## src/rtl/arb_pkg.sv

```systemverilog
// Shared types and helpers for the round-robin resource arbiter.
// Holds the FSM state encoding, default sizing and the one-hot helper.
package arb_pkg;

  localparam int N_DEFAULT        = 4;
  localparam int HOLD_MAX_DEFAULT = 16;
  localparam int MAX_N            = 16;

  typedef enum logic [1:0] {
    IDLE    = 2'd0,
    GRANT   = 2'd1,
    RELEASE = 2'd2
  } arb_state_e;

  function automatic logic [MAX_N-1:0] onehot(input logic [3:0] idx);
    logic [MAX_N-1:0] v;
    v      = '0;
    v[idx] = 1'b1;
    return v;
  endfunction

endpackage

```

## src/rtl/rr_resource_arbiter_if.sv

```systemverilog
// Request/grant bundle between the requesters (master) and the arbiter (slave).
interface rr_resource_arbiter_if
  import arb_pkg::*;
#(
  parameter int N = N_DEFAULT
);
  localparam int IDW = $clog2(N);

  logic [N-1:0]   req;
  logic           done;
  logic [N-1:0]   gnt;
  logic [IDW-1:0] gnt_id;
  logic           busy;
  logic           timeout;

  modport master (output req, done, input gnt, gnt_id, busy, timeout);
  modport slave  (input req, done, output gnt, gnt_id, busy, timeout);

endinterface

```

## src/rtl/rr_pick.sv

```systemverilog
// Combinational rotating-priority selector: first set request at or above
// i_ptr, wrapping N-1 -> 0. Reusable by any round-robin arbiter.
module rr_pick #(
  parameter  int N   = 4,
  localparam int IDW = $clog2(N)
) (
  input  logic [N-1:0]   i_req,
  input  logic [IDW-1:0] i_ptr,
  output logic [IDW-1:0] o_sel,
  output logic           o_valid
);

  logic [IDW-1:0] w_idx;

  // NOTE: every always_comb output gets a default before the loop so no latch is inferred.
  always_comb begin
    o_sel   = '0;
    o_valid = 1'b0;
    w_idx   = i_ptr;
    for (int i = 0; i < N; i++) begin
      if (!o_valid && i_req[w_idx]) begin
        o_sel   = w_idx;
        o_valid = 1'b1;
      end
      w_idx = (w_idx == IDW'(N - 1)) ? '0 : w_idx + 1'b1;
    end
  end

endmodule

```

## src/rtl/rr_resource_arbiter.sv

```systemverilog
// Round-robin owner arbiter for one shared datapath: registered one-hot grant,
// held until done or request drop. Define ARB_TIMEOUT_EN to bound grant length.
module rr_resource_arbiter
  import arb_pkg::*;
#(
  parameter  int N        = N_DEFAULT,
  parameter  int HOLD_MAX = HOLD_MAX_DEFAULT,
  localparam int IDW      = $clog2(N)
) (
  input  logic                 clk,
  input  logic                 rst,
  rr_resource_arbiter_if.slave bus
);

  if (N < 2 || N > MAX_N) begin : g_bad_n
    $error("rr_resource_arbiter: N must be in 2..16");
  end
  if (HOLD_MAX < 2 || HOLD_MAX > 255) begin : g_bad_hold
    $error("rr_resource_arbiter: HOLD_MAX must be in 2..255");
  end

  arb_state_e     r_state;
  logic [IDW-1:0] r_rr_ptr;
  logic [N-1:0]   r_gnt;
  logic [IDW-1:0] r_gnt_id;
  logic           r_busy;
  logic [IDW-1:0] w_sel;
  logic           w_valid;
  logic           w_release;

  rr_pick #(.N(N)) u_pick (
    .i_req   (bus.req),
    .i_ptr   (r_rr_ptr),
    .o_sel   (w_sel),
    .o_valid (w_valid)
  );

`ifdef ARB_TIMEOUT_EN
  logic [7:0] r_hold_cnt;
  logic       r_timeout;
  logic       w_expire;

  assign w_expire  = (r_hold_cnt == 8'(HOLD_MAX - 1));
  assign w_release = bus.done || !bus.req[r_gnt_id] || w_expire;
  assign bus.timeout = r_timeout;
`else
  assign w_release   = bus.done || !bus.req[r_gnt_id];
  assign bus.timeout = 1'b0;
`endif

  // NOTE: sequential state uses non-blocking assignments so every register samples pre-edge values.
  always_ff @(posedge clk or posedge rst) begin
    if (rst) begin
      r_state  <= IDLE;
      r_rr_ptr <= '0;
      r_gnt    <= '0;
      r_gnt_id <= '0;
      r_busy   <= 1'b0;
`ifdef ARB_TIMEOUT_EN
      r_hold_cnt <= 8'd0;
      r_timeout  <= 1'b0;
`endif
    end else begin
`ifdef ARB_TIMEOUT_EN
      r_timeout <= 1'b0;
`endif
      case (r_state)
        IDLE: begin
          if (w_valid) begin
            r_gnt    <= N'(onehot(4'(w_sel)));
            r_gnt_id <= w_sel;
            r_busy   <= 1'b1;
            r_state  <= GRANT;
`ifdef ARB_TIMEOUT_EN
            r_hold_cnt <= 8'd0;
`endif
          end
        end
        GRANT: begin
          if (w_release) begin
            r_gnt    <= '0;
            r_busy   <= 1'b0;
            // Just-served owner drops to lowest priority; explicit wrap for non-power-of-2 N.
            r_rr_ptr <= (r_gnt_id == IDW'(N - 1)) ? '0 : r_gnt_id + 1'b1;
            r_state  <= RELEASE;
`ifdef ARB_TIMEOUT_EN
            r_timeout <= w_expire && !bus.done;
`endif
          end
`ifdef ARB_TIMEOUT_EN
          else if (r_hold_cnt != 8'hFF) begin
            r_hold_cnt <= r_hold_cnt + 8'd1;
          end
`endif
        end
        RELEASE: r_state <= IDLE;
        default: r_state <= IDLE;
      endcase
    end
  end

  assign bus.gnt    = r_gnt;
  assign bus.gnt_id = r_gnt_id;
  assign bus.busy   = r_busy;

endmodule

```

## src/flat_wrapper.sv

```systemverilog
// flat-port wrapper written by rule: the top's interface ports become plain ports
module rr_resource_arbiter_flat import arb_pkg::*;
#(
  parameter  int N        = N_DEFAULT,
  parameter  int HOLD_MAX = HOLD_MAX_DEFAULT,
  localparam int IDW      = $clog2(N)
)
  (clk, rst, bus_req, bus_done, bus_gnt, bus_gnt_id, bus_busy, bus_timeout);
  rr_resource_arbiter_if #(.N(N)) bus_i ();
  input  logic clk;
  input  logic rst;
  input wire logic [$bits(bus_i.req)-1:0] bus_req;
  input wire logic [$bits(bus_i.done)-1:0] bus_done;
  output wire logic [$bits(bus_i.gnt)-1:0] bus_gnt;
  output wire logic [$bits(bus_i.gnt_id)-1:0] bus_gnt_id;
  output wire logic [$bits(bus_i.busy)-1:0] bus_busy;
  output wire logic [$bits(bus_i.timeout)-1:0] bus_timeout;
  assign bus_i.req = bus_req;
  assign bus_i.done = bus_done;
  assign bus_gnt = bus_i.gnt;
  assign bus_gnt_id = bus_i.gnt_id;
  assign bus_busy = bus_i.busy;
  assign bus_timeout = bus_i.timeout;
  rr_resource_arbiter #(.N(N), .HOLD_MAX(HOLD_MAX)) u_core (.clk(clk), .rst(rst), .bus(bus_i));
endmodule
```

## config.mk

```make
export PLATFORM = sky130hd
export DESIGN_NAME = rr_resource_arbiter_flat
export DESIGN_NICKNAME = d
export VERILOG_FILES = /design/src/rtl/arb_pkg.sv /design/src/rtl/rr_resource_arbiter_if.sv /design/src/rtl/rr_pick.sv /design/src/rtl/rr_resource_arbiter.sv /design/src/flat_wrapper.sv
export SDC_FILE = /design/constraint.sdc
export NUM_CORES = 1
export LEC_CHECK = 0
export CORE_MARGIN = 5
export CORE_UTILIZATION = 40
export DETAILED_ROUTE_END_ITERATION = 12
export MAX_ROUTING_LAYER = met4
export PLACE_DENSITY = 0.65
export SLEW_MARGIN = 30
export SYNTH_ARGS = -nofsm -noshare
export SYNTH_HDL_FRONTEND = slang
export SYNTH_SLANG_ARGS = --single-unit
```

## constraint.sdc

```tcl
create_clock -name clk -period 4.74 [get_ports clk]
set_input_delay 0.948 -clock clk [delete_from_list [all_inputs] [get_ports clk]]
set_output_delay 0.948 -clock clk [all_outputs]
set_load 0.05 [all_outputs]
```

=== After elaboration in Yosys (flattened, before gate mapping) ===
Cells that the tools add are included.

* Magnitude comparators: 7
* Mux-type cells: 33
* Bitwise operators: 0
* Divide/modulo/power cells: 0
* Reduce and logical (&&, ||, !) cells: 15
* Equality and inequality tests: 7
* Multiply operators: 0
* Add/sub/neg operators: 4
* Shift operators: 0

{| class="wikitable"
|+ Operator list
! cell !! number
|-
| $mux 2 || 10
|-
| $lt 2x3->1 const B || 5
|-
| $mux 1 || 12
|-
| $bmux 1 s2 || 5
|-
| $add 2x1->2 const B || 4
|-
| $eq 2x2->1 const B || 4
|-
| $mux 4 || 2
|-
| $pmux 4 s2 || 1
|-
| $reduce_and 2->1 || 3
|-
| $lt 2x5->1 const B || 1
|-
| $logic_and 1x1->1 || 4
|-
| $logic_not 1->1 || 4
|-
| $pmux 2 s2 || 1
|-
| $reduce_and 3->1 || 1
|-
| $demux 1 s2 || 1
|-
| $eq 2x1->1 const B || 1
|-
| $ge 2x1->1 const B || 1
|-
| $logic_not 2->1 || 1
|-
| $ne 2x1->1 const B || 1
|-
| $ne 2x2->1 const B || 1
|-
| $pmux 1 s2 || 1
|-
| $reduce_bool 2->1 || 1
|-
| $logic_or 1x1->1 || 1
|}

* Word-level logic and storage cells: 71
* ROM bits: 0
* Bits in latches: 0
* Output and inout bits: 8
* Memories: 0
* Bits in writable memories: 0
* Bits in registers: 11

=== Logic depth before layout (Yosys ltp) ===
Gate-level depths: netlist of run 1.

* Word-level depth: 18
* Mapped depth: 8
* Mapped depth without buffers: 6

=== Hierarchy ===
A second synthesis of run 1 with hierarchy kept.

* Cell total of the unflattened synthesis: 94
* Area, all modules: 850.8 um2

{| class="wikitable"
|+ By module, submodules not included
! module !! cells an instance !! area each (um2) !! seq. area each (um2) !! times used
|-
| rr_resource_arbiter || 53 || 565.5 || 275.3 || 1
|-
| rr_pick || 41 || 285.3 || 0.0 || 1
|}

=== Worst setup path before layout of run 1 ===
Ideal clock, no wire load.

* Path kind: input to register
* From: in bus_req[1]
* To: reg u_core.r_gnt[2], in the netlist u_core.bus.gnt[2]
* Data required time: 4.639 ns
* Arrival: 2.354 ns
* Setup slack: 2.285 ns
* Stages on the path: 5
* Path buffers: 1
* Setup time: 0.101 ns
* Cells stage by stage: clkbuf_2 -> mux4_2 -> or3_1 -> o211a_1 -> o32ai_1

* Cells in the longest elaborated chain, start to end: 18
* Elaborated cells between the ends (all ways): 36

{| class="wikitable"
|+ Ends and longest elaborated chain
! item !! RTL line !! text
|-
| start: declaration || flat_wrapper.sv:12 || <nowiki>input wire logic [$bits(bus_i.req)-1:0] bus_req;</nowiki>
|-
| $bmux 1 s2 || rr_pick.sv:21 || <nowiki>if (!o_valid && i_req[w_idx]) begin</nowiki>
|-
| $mux 1 (not written as such) || rr_pick.sv:21 ||
|-
| $mux 1 || rr_pick.sv:21 ||
|-
| $logic_not 1->1 || rr_pick.sv:21 ||
|-
| $logic_and 1x1->1 || rr_pick.sv:21 ||
|-
| $mux 1 || rr_pick.sv:21 ||
|-
| $logic_not 1->1 || rr_pick.sv:21 ||
|-
| $logic_and 1x1->1 || rr_pick.sv:21 ||
|-
| [... 2 more ...] || n/a ||
|-
| $logic_and 1x1->1 || rr_pick.sv:21 ||
|-
| $mux 2 || rr_pick.sv:21 ||
|-
| $lt 2x5->1 (not written as such) / $ge 2x1->1 (equally long branches) || arb_pkg.sv:18 || <nowiki>v[idx] = 1'b1;</nowiki>
|-
| $logic_and 1x1->1 (not written as such) || arb_pkg.sv:18 ||
|-
| $mux 1 (not written as such) || arb_pkg.sv:18 ||
|-
| $demux 1 s2 || n/a ||
|-
| $mux 4 || rr_resource_arbiter.sv:69 || <nowiki>if (w_valid) begin</nowiki>
|-
| $pmux 4 s2 || rr_resource_arbiter.sv:67 || <nowiki>case (r_state)</nowiki>
|-
| end signal: assignment || rr_resource_arbiter.sv:70 || <nowiki>r_gnt <= N'(onehot(4'(w_sel)));</nowiki>
|-
| end: declaration || rr_resource_arbiter.sv:24 || <nowiki>logic [N-1:0] r_gnt;</nowiki>
|}

Several ways; a longest one is shown, not always the timed one. The select of a mux whose other input is x is not followed.
A chain may end at the register's enable or synchronous reset.

=== Worst setup path in the final report of run 1 ===
* From: reg u_core.r_rr_ptr[0]
* To: reg u_core.r_gnt[2], in the netlist u_core.bus.gnt[2]

* Cells in the longest elaborated chain, start to end: 18
* Elaborated cells between the ends (all ways): 40

{| class="wikitable"
|+ Ends and longest elaborated chain
! item !! RTL line !! text
|-
| start: declaration || rr_resource_arbiter.sv:23 || <nowiki>logic [IDW-1:0] r_rr_ptr;</nowiki>
|-
| start signal: assignment || rr_resource_arbiter.sv:84 || <nowiki>r_rr_ptr <= (r_gnt_id == IDW'(N - 1)) ? '0 : r_gnt_id + 1'b1;</nowiki>
|-
| branches (longest 18 deep; another with $lt 2x5->1) || n/a ||
|}

Several ways; the timed one is not identified. The select of a mux whose other input is x is not followed.

==> results of run 1 <==
layout make-up:
type	count	area share, %
Tap cell	28	3.182
Multi-Input combinational cell	77	54.20
Sequential cell	11	25.00
Clock buffer	4	2.386
Inverter	10	3.409
Timing Repair Buffer	13	11.82
per-stage QoR:
stage / power (uW) / instance area (sq um)
2_1_floorplan: 671.2 / 967.2
3_3_place_gp: 770.5 / 1075
3_5_place_dp: 782.0 / 1075
4_1_cts: 849.3 / 1101
5_1_grt: 923.2 / 1101
6_report: 848.2 / 1101
worst paths after layout:
| path | start | endpoint | slack [ps] |
|---|---|---|---|
| hold / removal | u_core.r_state[1]$_DFFE_PP0P_ | u_core.r_state[0]$_DFFE_PP0P_ | 480 |
| max in group asynchronous | rst | u_core.r_state[0]$_DFFE_PP0P_ | 3500 |
| min in group asynchronous | rst | u_core.bus.gnt_id[0]$_DFFE_PP0P_ | 960 |
| hold reg to reg | u_core.r_state[1]$_DFFE_PP0P_ | u_core.r_state[0]$_DFFE_PP0P_ | 480 |
| setup reg to reg | u_core.r_rr_ptr[0]$_DFFE_PP0P_ | u_core.bus.gnt[2]$_DFFE_PP0P_ | 1670 |
| setup / recovery | u_core.r_rr_ptr[0]$_DFFE_PP0P_ | u_core.bus.gnt[2]$_DFFE_PP0P_ | 1670 |
registers in the layout, summed over array words and instances (netlist names):
signal	flops
u_core.bus.gnt	4
u_core.r_state	2
u_core.bus.gnt_id	2
u_core.bus.busy	1
u_core.r_rr_ptr	2
layer usage:
metal  GRT usage (%)  up-vias  routed length, um
met2           20.98       21               1051
met5               -        -                  0
li1                -      421                  -
met3           3.922        0                 81
met4          0.9709        0                  0
met1           21.00      437               1084
report_power, final:
group	total [uW]	switching, uW	internal, uW	leakage (uW)
combinational	579	328	252	0.000290
sequential	206	71.5	134	0.000137
clock	62.9	30.4	32.5	0.0000150
placed cells by master, fill, tap and decap left out, types with 2 or more instances in the layout:
cell type,n
o21bai_1,2
o32ai_1,4
nand2b_1,2
dfrtp_1,11
inv_1,10
nor3_1,3
mux4_2,2
mux2i_1,3
or3b_2,2
a211oi_1,2
a21oi_1,6
nand3b_1,3
o211a_1,2
a32o_1,2
or3_1,2
o21ai_0,5
nor2b_1,3
ha_1,2
nand2_1,3
o2111ai_1,2
nor2_1,5
mux2_2,3
clkbuf_4,3
clkdlybuf4s50_1,13
critical path: cells and delay by family (launching register included):
kind	cells	cell delay (ps)
compound gates	5	1550
fa+ha+maj	1	770
flops	1	640
kinds of logic after synthesis:
group                    Yosys count  share of synthesized area, %
multiplexers                       8                         11.25
adder cells (fa/ha/maj)            2                         2.587
AO/OA/AOI/OAI                     34                         26.78
XOR/XNOR                           1                        0.9057
flip-flops                        11                         28.46
buffers and inverters             21                         9.832
other                              1                        0.3877
AND/OR/NAND/NOR                   31                         19.79
==> flow_metrics.tcl, run 1 <==
set metrics [dict create \
    synth-seq-cells 11 \
    multiInputGateArea_sq_um 596.8 \
    cts-root-buf "clkbuf_4" \
    ys.flop_type "dfrtp_1" \
    power.density_nw_per_um2 770.4 \
    drc 0 \
    grt_overflow 0 \
    fill_cells 231 \
    fin_crit_sh_pct 64.69 \
    layout.nets 125 \
    place_congestion 0.8389 \
    clockBufferDepth 2 \
    grt_first_pass_wirelength_um 3884 \
    grt_max_degree 24 \
    ys_types 47 \
    synth_fp_nets 118 \
    rsz0062_at_grt "no" \
    p_leak_uw 0.0004414 \
    avgRoutedWirePerCell_um 15.50 \
    core_sq_um 2255 \
    crit_arrival_ps 3230 \
    cts_inserted_buffers 3 \
    worst_path_largest_cell_delay_ps 770 \
    clk_latency_ps 260 \
    setup_tns_ps 0 \
    cts_setup_buffers 0 \
    dp.cells 139 \
    finalSetupViolCount 0 \
    final_cells 143 \
    layout-drive-gt1-share_pct 11.30 \
    whs_ps 481.4 \
    fmax_mhz 326.1 \
    final_max_slew_viol_count 0 \
    synth_seq_area_share_pct 28.46 \
    status "complete, no violations" \
    drt-pass1-iter-count 4 \
    h-tree-depth 1 \
    rr_worst_depth 6 \
    worst-path-max-fanout 23 \
    port_buffers 13 \
    die_w_um 59.17 \
    yosys.area.top_type "dfrtp_1" \
    drt-total-wl_um 2216 \
    peakVddDrop_mv 0.4854 \
    vias_per_cell 6.147 \
    hold_path.class "reg -> reg" \
    pre_cts_ws_ps 1455 \
    grt_pass1_vias 827 \
    synth_commonest_cells "dfrtp_1 (11), inv_1 (10), a21oi_1 (6)" \
    drtIter0Drc 30 \
    syn_area_sq_um 967.2 \
    setup_slack_ps 1674 \
    grt_usage_pct 14.50 \
    async_flop_share_pct 100.0 \
    dieArea_sq_um 3501 \
    relSlewSlack_pct 53.01 \
    postCtsHoldBufs 0 \
    maxCapViolCount 0 \
    cts_sinks 11 \
    final_hold_viol_count 0 \
    crit_chain "ha_1 > o21ai_0 > a31o_2 > a22oi_1 > o2111ai_1 > o32ai_1" \
    place.detailed.hpwl_um 1611 \
    drtAntennaViolNets 0 \
    avgSynthCellArea_sq_um 8.873 \
    n_antenna_cell 0 \
    worstHoldPathCells 1 \
    ys.warnings.count 0 \
    area_growth_pct 13.84 \
    antenna_found_initial 0 \
    seqCellArea_sq_um 275.3 \
    synth_edf_count 0 \
    io_pins 15 \
    clk_pin_slew_ps 70 \
    critPathKind "reg -> reg" \
    yosysMostFrequentCell "dfrtp_1" \
    rows 17 \
    start_util_pct 42.90 \
    synth_area_leaders "dfrtp_1 (28%), mux4_2 (4.7%), inv_1 (3.9%), o32ai_1 (3.6%), mux2_2 (3.5%)" \
    synth_top_cell_area_share_pct 28.46 \
    worstMarginPinSlew_ps 704.9 \
    die_h_um 59.17 \
    cts-resized-gates 0 \
    fin_util_pct 48.83 \
    cts_tree "yes" \
    postSynthCellCount 109 \
    crit_slowest_cell "ha_1" \
    min_period_ps 3066 \
    num_vias 879 \
    cp_data_required_time_ps 4900 \
    start_kind "flip-flop" \
    skew_ps 4.138 \
    end_kind "flip-flop" \
]
(Power assumes the default switching activity.)
==> inputs of run 2 (changes only) <==
==> constraint.sdc (replaced) <==
create_clock -name clk -period 3.1 [get_ports clk]
set_input_delay 0.62 -clock clk [delete_from_list [all_inputs] [get_ports clk]]
set_output_delay 0.62 -clock clk [all_outputs]
set_load 0.05 [all_outputs]
==> run 2 against run 1 <==
  * Worst hold slack better by 11 ps
  * Global-route usage down 0.15 points
  * Non-clock buffer count up 4
  * Setup slack worse by 1200 ps
  * Count of clock-buffer cells in the layout unchanged
  * Critical path depth unchanged
  * Highest routed layer unchanged
==> flow_metrics.tcl, run 2 (synthesis results as in run 1) <==
set metrics [dict create \
    path_delay_family "compound AO/OA/AOI/OAI gates" \
    hold_path.class "reg -> reg" \
    r2r_setup_slack_ps 610 \
    rows 17 \
    fill_cells 229 \
    p_leak_uw 0.0004605 \
    final_hold_viol_count 0 \
    port_buffers 13 \
    cts-root-buf "clkbuf_4" \
    grt_max_degree 23 \
    grt_usage_pct 14.35 \
    largest_register_ffs 4 \
    holdPathEnd "u_core.r_state[0]$_DFFE_PP0P_" \
    min_period_ps 2587 \
    end_kind "flip-flop" \
    crit_chain "clkdlybuf4s50_1 > mux4_2 > and4bb_1 > o31ai_2 > o2111ai_1 > o32ai_1" \
    peakVddDrop_mv 0.7822 \
    cts_inserted_buffers 3 \
    clockBufferDepth 2 \
    worstHoldPathCells 1 \
    rsz0062_at_grt "no" \
    final_max_slew_viol_count 0 \
    crit_arrival_ps 2740 \
    dieArea_sq_um 3501 \
    path_buf_inv 1 \
    place.detailed.hpwl_um 1691 \
    fin_crit_sh_pct 83.45 \
    num_vias 878 \
    fmax_mhz 386.6 \
    critPathKind "in -> reg" \
    start_util_pct 42.90 \
    setup_tns_ps 0 \
    power.density_nw_per_um2 1199 \
    setup_slack_ps 513.0 \
    grt_overflow 0 \
    core_sq_um 2255 \
    h-tree-depth 1 \
    vias_per_cell 5.973 \
    drc 0 \
    min-delay-start "u_core.r_state[1]$_DFFE_PP0P_" \
    fin_util_pct 50.17 \
    whs_ps 492.6 \
    crit_slowest_cell "clkdlybuf4s50_1" \
    die_h_um 59.17 \
    cts_setup_buffers 0 \
    die_w_um 59.17 \
    area_growth_pct 16.95 \
    pre_cts_ws_ps 247.8 \
    place_congestion 0.9282 \
    start_kind "input port" \
    final_common_cell "clkdlybuf4s50_1" \
    cts-resized-gates 0 \
    avgRoutedWirePerCell_um 15.36 \
    relSlewSlack_pct 65.15 \
    drtIter0Drc 25 \
    layout-drive-gt1-share_pct 14.29 \
    cts_tree "yes" \
    worstReg2RegEnd "u_core.bus.gnt[2]$_DFFE_PP0P_" \
    status "complete, no violations" \
    skew_ps 5.120 \
    drtAntennaViolNets 0 \
    grt_pass1_vias 818 \
    final_cell_mix "clkdlybuf4s50_1 (13), dfrtp_1 (11), inv_1 (10)" \
    r2r-start "u_core.r_rr_ptr[1]$_DFFE_PP0P_" \
    antenna_found_initial 0 \
    cp_data_required_time_ps 3260 \
    finalSetupViolCount 0 \
    drt-total-wl_um 2258 \
    drt-pass1-iter-count 4 \
    rr_worst_depth 5 \
    maxCapViolCount 0 \
    worst_path_largest_cell_delay_ps 720 \
    clk_latency_ps 260 \
    cts_sinks 11 \
    clk_pin_slew_ps 70 \
    n_antenna_cell 0 \
    layout.nets 129 \
    postCtsHoldBufs 0 \
    io_pins 15 \
    worstMarginPinSlew_ps 516.2 \
    worst-path-max-fanout 14 \
    grt_first_pass_wirelength_um 3829 \
]
## run 2: cell count changes in the layout (fill, tap and decap cells not counted)
cell   previous run  this run
buf_4             0         4
## run 2: report_power, final
group          switching, uW  total [uW]  leakage, uW  internal, uW
Combinational            573        1000     0.000309           429
Clock                   45.2        94.9    0.0000150          49.7
Sequential              52.8         260     0.000137           207
Total                    671        1360     0.000460           686
## run 2: area by class of cell
| type | count | area, sq um | share of cell area (%) |
|---|---|---|---|
| clock buffer | 4 | 26.28 | 2.323 |
| inverter | 10 | 37.54 | 3.319 |
| multi-input combinational | 77 | 596.8 | 52.77 |
| sequential | 11 | 275.3 | 24.34 |
| tap | 28 | 35.03 | 3.097 |
| timing repair buffer | 17 | 160.2 | 14.16 |
## run 2: routing by layer
metal | share of wire [%] | GRT usage, %
met1 | 51 | 20.95
met2 | 45 | 20.98
met3 | 3.8 | 3.922
met4 | 0 | 0
met5 | 0 | -
## run 2: worst register-to-register path, stage by stage (launching register included)
cell	delay, ps
dfrtp_1	390
ha_1	520
mux4_2	620
or3_1	370
o211a_1	240
o32ai_1	250
## run 2: per-stage QoR
stage,cells,power (uW),instance area (sq um)
floorplan,109,1026,967.2
global placement,143,1240,1105
detailed placement,143,1250,1105
CTS,147,1353,1131
global route,147,1473,1131
finish,147,1357,1131
## run 2: worst max-delay path by stage
stage	startpoint	to	slack, ps	cells after the start
finish	bus_req[3]	u_core.bus.gnt[2]$_DFFE_PP0P_	510	6
CTS	bus_req[3]	u_core.bus.gnt[2]$_DFFE_PP0P_	550	6
floorplan	u_core.r_rr_ptr[0]$_DFFE_PP0P_	u_core.bus.gnt_id[0]$_DFFE_PP0P_	880	7
detailed placement	bus_req[3]	u_core.bus.gnt[2]$_DFFE_PP0P_	250	6
global placement	bus_req[3]	u_core.bus.gnt[2]$_DFFE_PP0P_	320	6
global route	bus_req[3]	u_core.bus.gnt[0]$_DFFE_PP0P_	380	6
